File: config.mk
export PLATFORM = sky130hd
export DESIGN_NAME = debug_frame_streamer
export DESIGN_NICKNAME = d
export VERILOG_FILES = /design/src/rtl/debug_stream_pkg.sv /design/src/rtl/word_byte_serializer.sv /design/src/rtl/debug_frame_streamer.sv
export SDC_FILE = /design/constraint.sdc
export NUM_CORES = 1
export LEC_CHECK = 0
export ABC_CLOCK_PERIOD_IN_PS = 1900
export BUFFER_PORTS_ARGS = -buffer_cell sky130_fd_sc_hd__buf_4
export CORE_MARGIN = 4
export CORE_UTILIZATION = 51
export CTS_BUF_LIST = sky130_fd_sc_hd__clkbuf_4 sky130_fd_sc_hd__clkbuf_8
export DETAILED_ROUTE_END_ITERATION = 10
export GPL_TIMING_DRIVEN = 0
export PLACE_DENSITY = 0.78
export SLEW_MARGIN = 20
export SYNTH_ARGS = -nofsm -noshare
export SYNTH_HDL_FRONTEND = slang
export SYNTH_SLANG_ARGS = --single-unit
File: constraint.sdc
create_clock -name clk -period 1.9 [get_ports clk]
set_clock_uncertainty 0.2 [all_clocks]
set_input_delay 0.095 -clock clk [delete_from_list [all_inputs] [get_ports clk]]
set_output_delay 0.095 -clock clk [all_outputs]
set_load 0.005 [all_outputs]
File: src/rtl/debug_stream_pkg.sv
// Shared types and constants for the debug frame streamer: FSM state encoding,
// default frame header and byte-per-word helpers.
package debug_stream_pkg;

   typedef enum logic [2:0] {
      IDLE,
      HDR,
      PC_SEND,
      WAIT,
      CAPTURE,
      REG_SEND,
      FINISH
   } state_t;

   localparam logic [7:0] HEADER_DEFAULT = 8'hA5;
   localparam int         DEFAULT_WIDTH  = 32;

   function automatic int calc_bpw(input int width);
      return width / 8;
   endfunction

   // A one-byte word still needs a 1-bit index register.
   function automatic int calc_idx_w(input int bpw);
      return (bpw > 1) ? $clog2(bpw) : 1;
   endfunction

endpackage

File: src/rtl/word_byte_serializer.sv
// Shifts a word out MSB byte first over a valid/ready byte port; a load may
// also request a single-byte word taken from the top byte.
module word_byte_serializer
   import debug_stream_pkg::*;
#(
   parameter int WIDTH = DEFAULT_WIDTH
) (
   input  logic             clk,
   input  logic             reset,
   input  logic             load,
   input  logic             load_single,
   input  logic [WIDTH-1:0] word,
   input  logic             tx_ready,
   output logic [7:0]       tx_data,
   output logic             tx_valid,
   output logic             last_byte
);
   localparam int              BPW      = calc_bpw(WIDTH);
   localparam int              IDXW     = calc_idx_w(BPW);
   localparam logic [IDXW-1:0] LAST_IDX = IDXW'(BPW - 1);

   logic [WIDTH-1:0] r_shift;
   logic [7:0]       r_data;
   logic             r_valid;
   logic             r_single;
   logic [IDXW-1:0]  r_idx;
   logic             w_fire;

   assign w_fire    = r_valid && tx_ready;
   assign last_byte = r_valid && (r_single || (r_idx == LAST_IDX));
   assign tx_data   = r_data;
   assign tx_valid  = r_valid;

   // A load wins over a handshake so the next word follows the last byte gap-free.
   always_ff @(posedge clk or negedge reset) begin
      if (!reset) begin
         r_shift  <= '0;
         r_data   <= '0;
         r_valid  <= 1'b0;
         r_single <= 1'b0;
         r_idx    <= '0;
      end else if (load) begin
         r_data   <= word[WIDTH-1 -: 8];
         r_shift  <= word << 8;
         r_valid  <= 1'b1;
         r_single <= load_single;
         r_idx    <= '0;
      end else if (w_fire) begin
         if (last_byte) begin
            r_valid <= 1'b0;
            r_idx   <= '0;
         end else begin
            r_data  <= r_shift[WIDTH-1 -: 8];
            r_shift <= r_shift << 8;
            r_idx   <= r_idx + IDXW'(1);
         end
      end
   end

endmodule

File: src/rtl/debug_frame_streamer.sv
// Snapshots the PC, walks every debug register and streams
// header, PC and register bytes as one frame over a valid/ready byte port.
module debug_frame_streamer
   import debug_stream_pkg::*;
#(
   parameter int         WIDTH    = DEFAULT_WIDTH,
   parameter int         NUM_REGS = 16,
   parameter logic [7:0] HEADER   = HEADER_DEFAULT,
   parameter int         SETTLE   = 1
) (
   input  logic             clk,
   input  logic             reset,
   input  logic             start,
   input  logic [WIDTH-1:0] fetchPC,
   input  logic [WIDTH-1:0] debug_reg_out,
   output logic [3:0]       debug_reg_select,
   output logic [7:0]       tx_data,
   output logic             tx_valid,
   input  logic             tx_ready,
   output logic             busy,
   output logic             done
);
   localparam logic [3:0] LAST_REG    = 4'(NUM_REGS - 1);
   localparam logic [3:0] SETTLE_INIT = 4'(SETTLE);

   state_t           r_state;
   state_t           w_state_next;
   logic [WIDTH-1:0] r_pc_snap;
   logic [3:0]       r_select;
   logic [3:0]       r_settle;
   logic             w_ser_load;
   logic             w_ser_single;
   logic [WIDTH-1:0] w_ser_word;
   logic             w_last_byte;
   logic             w_fire_last;

   assign w_fire_last      = w_last_byte && tx_ready;
   assign debug_reg_select = r_select;

   // The serializer's shift register doubles as the captured register snapshot.
   word_byte_serializer #(.WIDTH(WIDTH)) u_ser (
      .clk        (clk),
      .reset      (reset),
      .load       (w_ser_load),
      .load_single(w_ser_single),
      .word       (w_ser_word),
      .tx_ready   (tx_ready),
      .tx_data    (tx_data),
      .tx_valid   (tx_valid),
      .last_byte  (w_last_byte)
   );

   always_ff @(posedge clk or negedge reset) begin
      if (!reset) r_state <= IDLE;
      else        r_state <= w_state_next;
   end

   always_comb begin
      w_state_next = r_state;
      case (r_state)
         IDLE:     if (start)       w_state_next = HDR;
         HDR:      if (w_fire_last) w_state_next = PC_SEND;
         PC_SEND:  if (w_fire_last) w_state_next = WAIT;
         WAIT:     if (r_settle <= 4'd1) w_state_next = CAPTURE;
         CAPTURE:  w_state_next = REG_SEND;
         REG_SEND: if (w_fire_last) w_state_next = (r_select == LAST_REG) ? FINISH : WAIT;
         FINISH:   w_state_next = IDLE;
         default:  w_state_next = IDLE;
      endcase
   end

   always_comb begin
      w_ser_load   = 1'b0;
      w_ser_single = 1'b0;
      w_ser_word   = r_pc_snap;
      busy         = (r_state != IDLE);
      done         = (r_state == FINISH);
      case (r_state)
         IDLE: begin
            if (start) begin
               w_ser_load              = 1'b1;
               w_ser_single            = 1'b1;
               w_ser_word              = '0;
               w_ser_word[WIDTH-1 -: 8] = HEADER;
            end
         end
         HDR:     w_ser_load = w_fire_last;
         CAPTURE: begin
            w_ser_load = 1'b1;
            w_ser_word = debug_reg_out;
         end
         default: ;
      endcase
   end

   // Select only moves on a completed word, so it holds through any stall.
   always_ff @(posedge clk or negedge reset) begin
      if (!reset) begin
         r_pc_snap <= '0;
         r_select  <= '0;
         r_settle  <= '0;
      end else begin
         case (r_state)
            IDLE: if (start) r_pc_snap <= fetchPC;
            PC_SEND: begin
               if (w_fire_last) begin
                  r_select <= '0;
                  r_settle <= SETTLE_INIT;
               end
            end
            WAIT: if (r_settle != 4'd0) r_settle <= r_settle - 4'd1;
            REG_SEND: begin
               if (w_fire_last && (r_select != LAST_REG)) begin
                  r_select <= r_select + 4'd1;
                  r_settle <= SETTLE_INIT;
               end
            end
            FINISH:  r_select <= '0;
            default: ;
         endcase
      end
   end

endmodule
== Word-level counts from Yosys, hierarchy flattened ==
Cells that the tools add are included.

* Register bits: 87
* Input bits: 68
* Output and inout port bits: 15
* Logic and storage cells: 79

* Add/sub/neg operators: 3
* Magnitude comparators: 1
* Equal/unequal tests: 17
* Multiplexer cells: 31
* Reduce and logical (&&, ||, !) cells: 18

{| class="wikitable"
|+ Operators with widths
! cell !! count
|-
| 2-to-1 mux 32 bit || 4
|-
| case mux 32 bit (2 select lines) || 1
|-
| 2-to-1 mux 8 bit || 3
|-
| case mux 4 bit (3 select lines) || 2
|-
| 2-to-1 mux 4 bit || 5
|-
| 2-to-1 mux 3 bit || 6
|-
| case mux 3 bit (6 select lines) || 1
|-
| != test 2 bit (second input constant) || 7
|-
| == test 3 bit (second input constant) || 3
|-
| nonzero test 3 bit || 3
|-
| == test 3 x 2 -> 1 bit (second input constant) || 2
|-
| 2-to-1 mux 2 bit || 3
|-
| AND reduction 2 bit || 3
|-
| 2-to-1 mux 1 bit || 5
|-
| AND reduction 5 bit || 1
|-
| adder 4 x 1 -> 4 bit (second input constant) || 1
|-
| == test 4 bit (second input constant) || 1
|-
| <= comparator 4 x 1 -> 1 bit (second input constant) || 1
|-
| logical AND 1 bit || 4
|-
| != test 4 bit (second input constant) || 1
|-
| AND reduction 4 bit || 1
|-
| nonzero test 2 bit || 2
|-
| nonzero test 4 bit || 1
|-
| subtractor 4 x 1 -> 4 bit (second input constant) || 1
|-
| other kinds (8) || 8
|}

== Depth between registers and ports, before layout ==
* Depth in word-level cells: 7
* Depth in mapped cells: 7
* Gate-level depth less buffers: 6

== Hierarchy ==
Synthesis repeated with hierarchy kept, for this count alone.

* Cell total of the unflattened synthesis: 377
* Area, all modules: 4,117.7 sq um

{| class="wikitable"
|+ Modules (own cells, without submodules)
! module !! instances !! cells an instance !! area an instance (sq um)
|-
| debug_frame_streamer || 1 || 266 || 2,324.7
|-
| word_byte_serializer || 1 || 111 || 1,793.0
|}

== Worst setup path after synthesis ==
Ideal clock, no wire load.

* Path kind: reg2reg
* Start point: register u_ser.r_idx[0]
* End point: register r_settle[3]
* Arrival: 1,509 ps
* Path slack: 75 ps
* Stages on the path, launching flop included: 6
* Path buffers: 0
* Period minus slack after synthesis: 1,825 ps
* Path through: dfrtp_1 > ha_1 > o2111ai_1 > nor3_2 > or3_1 > o311ai_0

* Cells in the longest elaborated chain, start to end: 7

{| class="wikitable"
|+ Ends and longest elaborated chain
! what !! line !! text
|-
| from (decl) || word_byte_serializer.sv:26 || <nowiki>logic [IDXW-1:0] r_idx;</nowiki>
|-
| from (signal assigned) || word_byte_serializer.sv:55 || <nowiki>r_idx <= r_idx + IDXW'(1);</nowiki>
|-
| == test 2 bit (*) || word_byte_serializer.sv:30 || <nowiki>assign last_byte = r_valid && (r_single || (r_idx == LAST_IDX));</nowiki>
|-
| logical OR 1 bit (*) || word_byte_serializer.sv:30 ||
|-
| logical AND 1 bit (*) || word_byte_serializer.sv:30 ||
|-
| logical AND 1 bit (*) || debug_frame_streamer.sv:37 || <nowiki>assign w_fire_last = w_last_byte && tx_ready;</nowiki>
|-
| logical AND 1 bit || debug_frame_streamer.sv:113 || <nowiki>if (w_fire_last && (r_select != LAST_REG)) begin</nowiki>
|-
| != test 2 bit (no line) || -- ||
|-
| AND reduction 4 bit (no line) (*) || -- ||
|-
| to (signal assigned) || debug_frame_streamer.sv:111 || <nowiki>WAIT: if (r_settle != 4'd0) r_settle <= r_settle - 4'd1;</nowiki>
|-
| to (decl) || debug_frame_streamer.sv:30 || <nowiki>logic [3:0] r_settle;</nowiki>
|}

Mark *: on every way between the ends. The rest lies on a longest branch, timed or not.
A chain may end at the register's enable or synchronous reset.

== Worst setup path in the final report ==
* Start point: register u_ser.r_idx[0]
* End point: register u_ser.r_shift[18]

* Cells in the longest elaborated chain, start to end: 7

{| class="wikitable"
|+ Ends and longest elaborated chain
! what !! line !! text
|-
| == test 2 bit (*) || word_byte_serializer.sv:30 ||
|-
| logical OR 1 bit (*) || word_byte_serializer.sv:30 ||
|-
| logical AND 1 bit (*) || word_byte_serializer.sv:30 ||
|-
| logical AND 1 bit || debug_frame_streamer.sv:37 ||
|-
| case mux 1 bit (3 select lines) || debug_frame_streamer.sv:78 || <nowiki>case (r_state)</nowiki>
|-
| != test 2 x 1 -> 1 bit (no line) or nonzero test 2 bit (tied branches) || -- ||
|-
| AND reduction 2 bit (no line) || -- ||
|-
| to (signal assigned) || word_byte_serializer.sv:44 || <nowiki>r_shift <= word << 8;</nowiki>
|-
| to (signal assigned) || word_byte_serializer.sv:54 || <nowiki>r_shift <= r_shift << 8;</nowiki>
|-
| to (decl) || word_byte_serializer.sv:22 || <nowiki>logic [WIDTH-1:0] r_shift;</nowiki>
|}

Marks and branches as above.

==> out/metrics.cfg <==
[yosys]
synth.area.top_cells = dfrtp_1 (49%), mux2i_1 (14%), mux2_2 (8.9%)
async_flop_share = 1.000
syn-cell-area_sq_um = 4046
synth_area_per_cell_sq_um = 12.41
netlist_instances = 326
syn-num-nets = 398
ys_seq_area_frac = 0.4886
ys_seq_elements = 79
synth_top_cell_by_area = dfrtp_1
synth_ff_type = dfrtp_1
synth_top_area_frac = 0.4886
ys_types = 54
ys_warn_count = 0
synth_edf_count = 0

[grt]
grt_max_degree = 80
grt_util_all_layers = 0.2328
grt_antenna_before_repair = 0
grt-ovfl-total = 0
first_global_vias = 3637
grt_pass1_wl_mm = 17.79

[routing]
firstDrtPassIters = 4
routed_wl_mm = 11.97
routed_via_density = 5.627
antenna_left = 0
drt-initial-drc-count = 288
vias = 3455
wl_per_cell_um = 19.50
post-route-drc-count = 0

[worst_hold_path]
min_path_type = input port to asynchronous set/reset pin

[sta]
maxSlewViolCount = 0
slew_headroom = 0.3420
period_share = 1.047
finalHoldViolCount = 0
fmax_mhz = 502.7
worst_slack_ns = -0.08929
period_needed_ns = 1.989
hold_slack_ns = 0.2521
tightestPinTransition_ns = 0.9871
setup_viol = 12
rsz0062_at_grt = true

[layout]
n_antenna_cell = 0
drive_gt1_frac = 0.3867
fill_cells = 430
syn_to_final_growth_pct = 49.85
nets = 579

[floorplan]
core-area_sq_um = 7727
ios = 83
die_w_um = 97.08
die_y_um = 97.08
initial_core_util = 0.5236
dieArea_sq_um = 9424
rows = 32

[worst_setup_path]
critPathArrivalTime_ns = 2.04
path_class = register to register
r2r_slack_ns = -0.09
worstSetupEndpointType = register
cp-start-kind = register
crit_chain = ha_4 -> o211a_4 -> nand3_2 -> a21o_1 -> buf_8 -> clkbuf_16 -> mux2i_1
crit_fanout = 7
worstPathRequired_ns = 1.96
critPathSlowestCell = dfrtp_1
cp_slowest_stage_delay_ns = 0.44

[placed_design]
dpl.hpwl_mm = 6.543
place_congestion = 0.8584
io_buffers = 82
pre_cts_slack_ns = -0.1749

[clocking]
cts.path.max_buffers = 2
tritoncts = built
clock-root-buffer = clkbuf_8
cts_sinks = 79
clkLatencyLatePin_ns = 0.36
clk_pin_slew_ns = 0.09
h-tree-depth = 3
cts_buffers = 9

[power_and_ir_drop]
vdd_drop_max_mv = 0.8760
power_density_nw_per_um2 = 1469
p_leak_nw = 2.989

[run_status]
outcome = finished, violations left
violations = negative setup slack

[run]
maxCapViolations = 0

-- worst max-delay path: cells and delay by family, from the launching register on --
family,cells,cell delay (ns)
flip-flops,1,0.44
AND/OR/NAND/NOR,1,0.08
AO/OA/AOI/OAI,2,0.38
buffers and inverters,2,0.34
multiplexers,1,0.24
adder cells (fa/ha/maj),1,0.21
-- cell usage in the layout, fill, tap and decap left out, types with 3 or more instances in the layout --
cell / count
buf_4: 101
dfrtp_1: 78
dlygate4sd3_1: 67
mux2i_1: 53
mux2_2: 32
a22oi_1: 28
nand2_1: 17
clkbuf_8: 12
nor2_1: 9
buf_6: 8
a21oi_1: 8
inv_1: 5
o21ai_0: 5
and2b_2: 4
nor3_1: 4
buf_12: 3
a211oi_2: 3
o22ai_1: 3
clkbuf_16: 3
-- per-stage QoR --
step / std cells / utilization / total power, mW / area [sq um] / setup TNS, ns
finish: 614 / 0.7847 / 8.907 / 6063 / -0.2739
global route: 614 / 0.7847 / 9.395 / 6063 / -1.371
detailed placement: 510 / 0.6198 / 6.502 / 4790 / -2.986
global placement: 510 / 0.6198 / 6.352 / 4790 / -2.314
CTS: 601 / 0.7492 / 8.177 / 5789 / 0
floorplan: 326 / - / 5.481 / 4046 / 0
-- cells by family (layout without fill, tap and decap cells) --
group / after synthesis / in the layout / synth area share
muxes: 88 / 88 / 0.2276
and+or+nand+nor: 59 / 59 / 0.08380
DFF: 79 / 79 / 0.4886
buffers and inverters: 28 / 214 / 0.06122
AOI/OAI and AO/OA: 68 / 68 / 0.1265
adders and majority gates: 4 / 4 / 0.01237
-- synth_stat cells (3+ instances only) --
library cell / n
a22oi_1: 28
buf_4: 6
buf_12: 3
o21ai_0: 5
a211oi_1: 4
mux2i_1: 56
nand2_1: 17
nor2_1: 10
and2b_2: 4
a21oi_1: 8
mux2_2: 32
o22ai_1: 3
inv_1: 6
buf_6: 4
dfrtp_1: 79
buf_2: 3
nor4_1: 3
ha_1: 4
nor3_1: 4
-- flip-flops by register name, indices dropped and copies added (netlist names) --
name / cells
r_pc_snap: 32
u_ser.r_shift: 24
u_ser.tx_data: 8
debug_reg_select: 4
r_settle: 4
r_state: 3
u_ser.r_idx: 2
u_ser.r_single: 1
u_ser.tx_valid: 1
-- where the power goes --
| part | switching (mW) | internal, mW |
|---|---|---|
| Sequential | 0.619 | 2.48 |
| Clock | 0.676 | 0.786 |
| Combinational | 1.93 | 2.41 |
-- per-layer routing --
layer  global-route usage  vias to the layer above  share of wire
met2               0.4013                      113           0.52
met1               0.2808                     1741           0.40
met5                    0                        -              0
met3              0.06030                       23          0.058
li1                     -                     1578              -
met4              0.08531                        0          0.019
-- final cells by class --
type | instances | area (sq um) | area share
multi-input combinational | 219 | 1948 | 0.3213
timing repair buffer | 170 | 1504 | 0.2480
sequential | 79 | 1978 | 0.3262
tap | 102 | 127.6 | 0.02105
clock buffer | 10 | 137.6 | 0.02270
buffer | 22 | 252.7 | 0.04168
clock inverter | 6 | 92.59 | 0.01527
inverter | 6 | 22.52 | 0.003714
-- worst paths after layout --
path                       cells after the start                       start                         endpoint
setup / recovery                               7  u_ser.r_idx[0]$_DFFE_PN0P_    u_ser.r_shift[18]$_DFFE_PN0P_
hold / removal                                 2                       reset  debug_reg_select[1]$_DFFE_PN0P_
setup reg to reg                               7  u_ser.r_idx[0]$_DFFE_PN0P_    u_ser.r_shift[18]$_DFFE_PN0P_
hold reg to reg                                1    r_pc_snap[8]$_DFFE_PN0P_         r_pc_snap[8]$_DFFE_PN0P_
max in group asynchronous                      2                       reset           r_state[0]$_DFFE_PN0P_
min in group clk                               3                 fetchPC[26]        r_pc_snap[26]$_DFFE_PN0P_
-- repair_timing --
item,CTS,global route
endpoints found under the setup margin,54,65
pin swaps,1,2
gates cloned,0,3
hold buffers,67,0
hold endpoints to repair,147,0
buffers inserted,8,10
gates resized for setup,9,26
(Power assumes the default switching activity.)
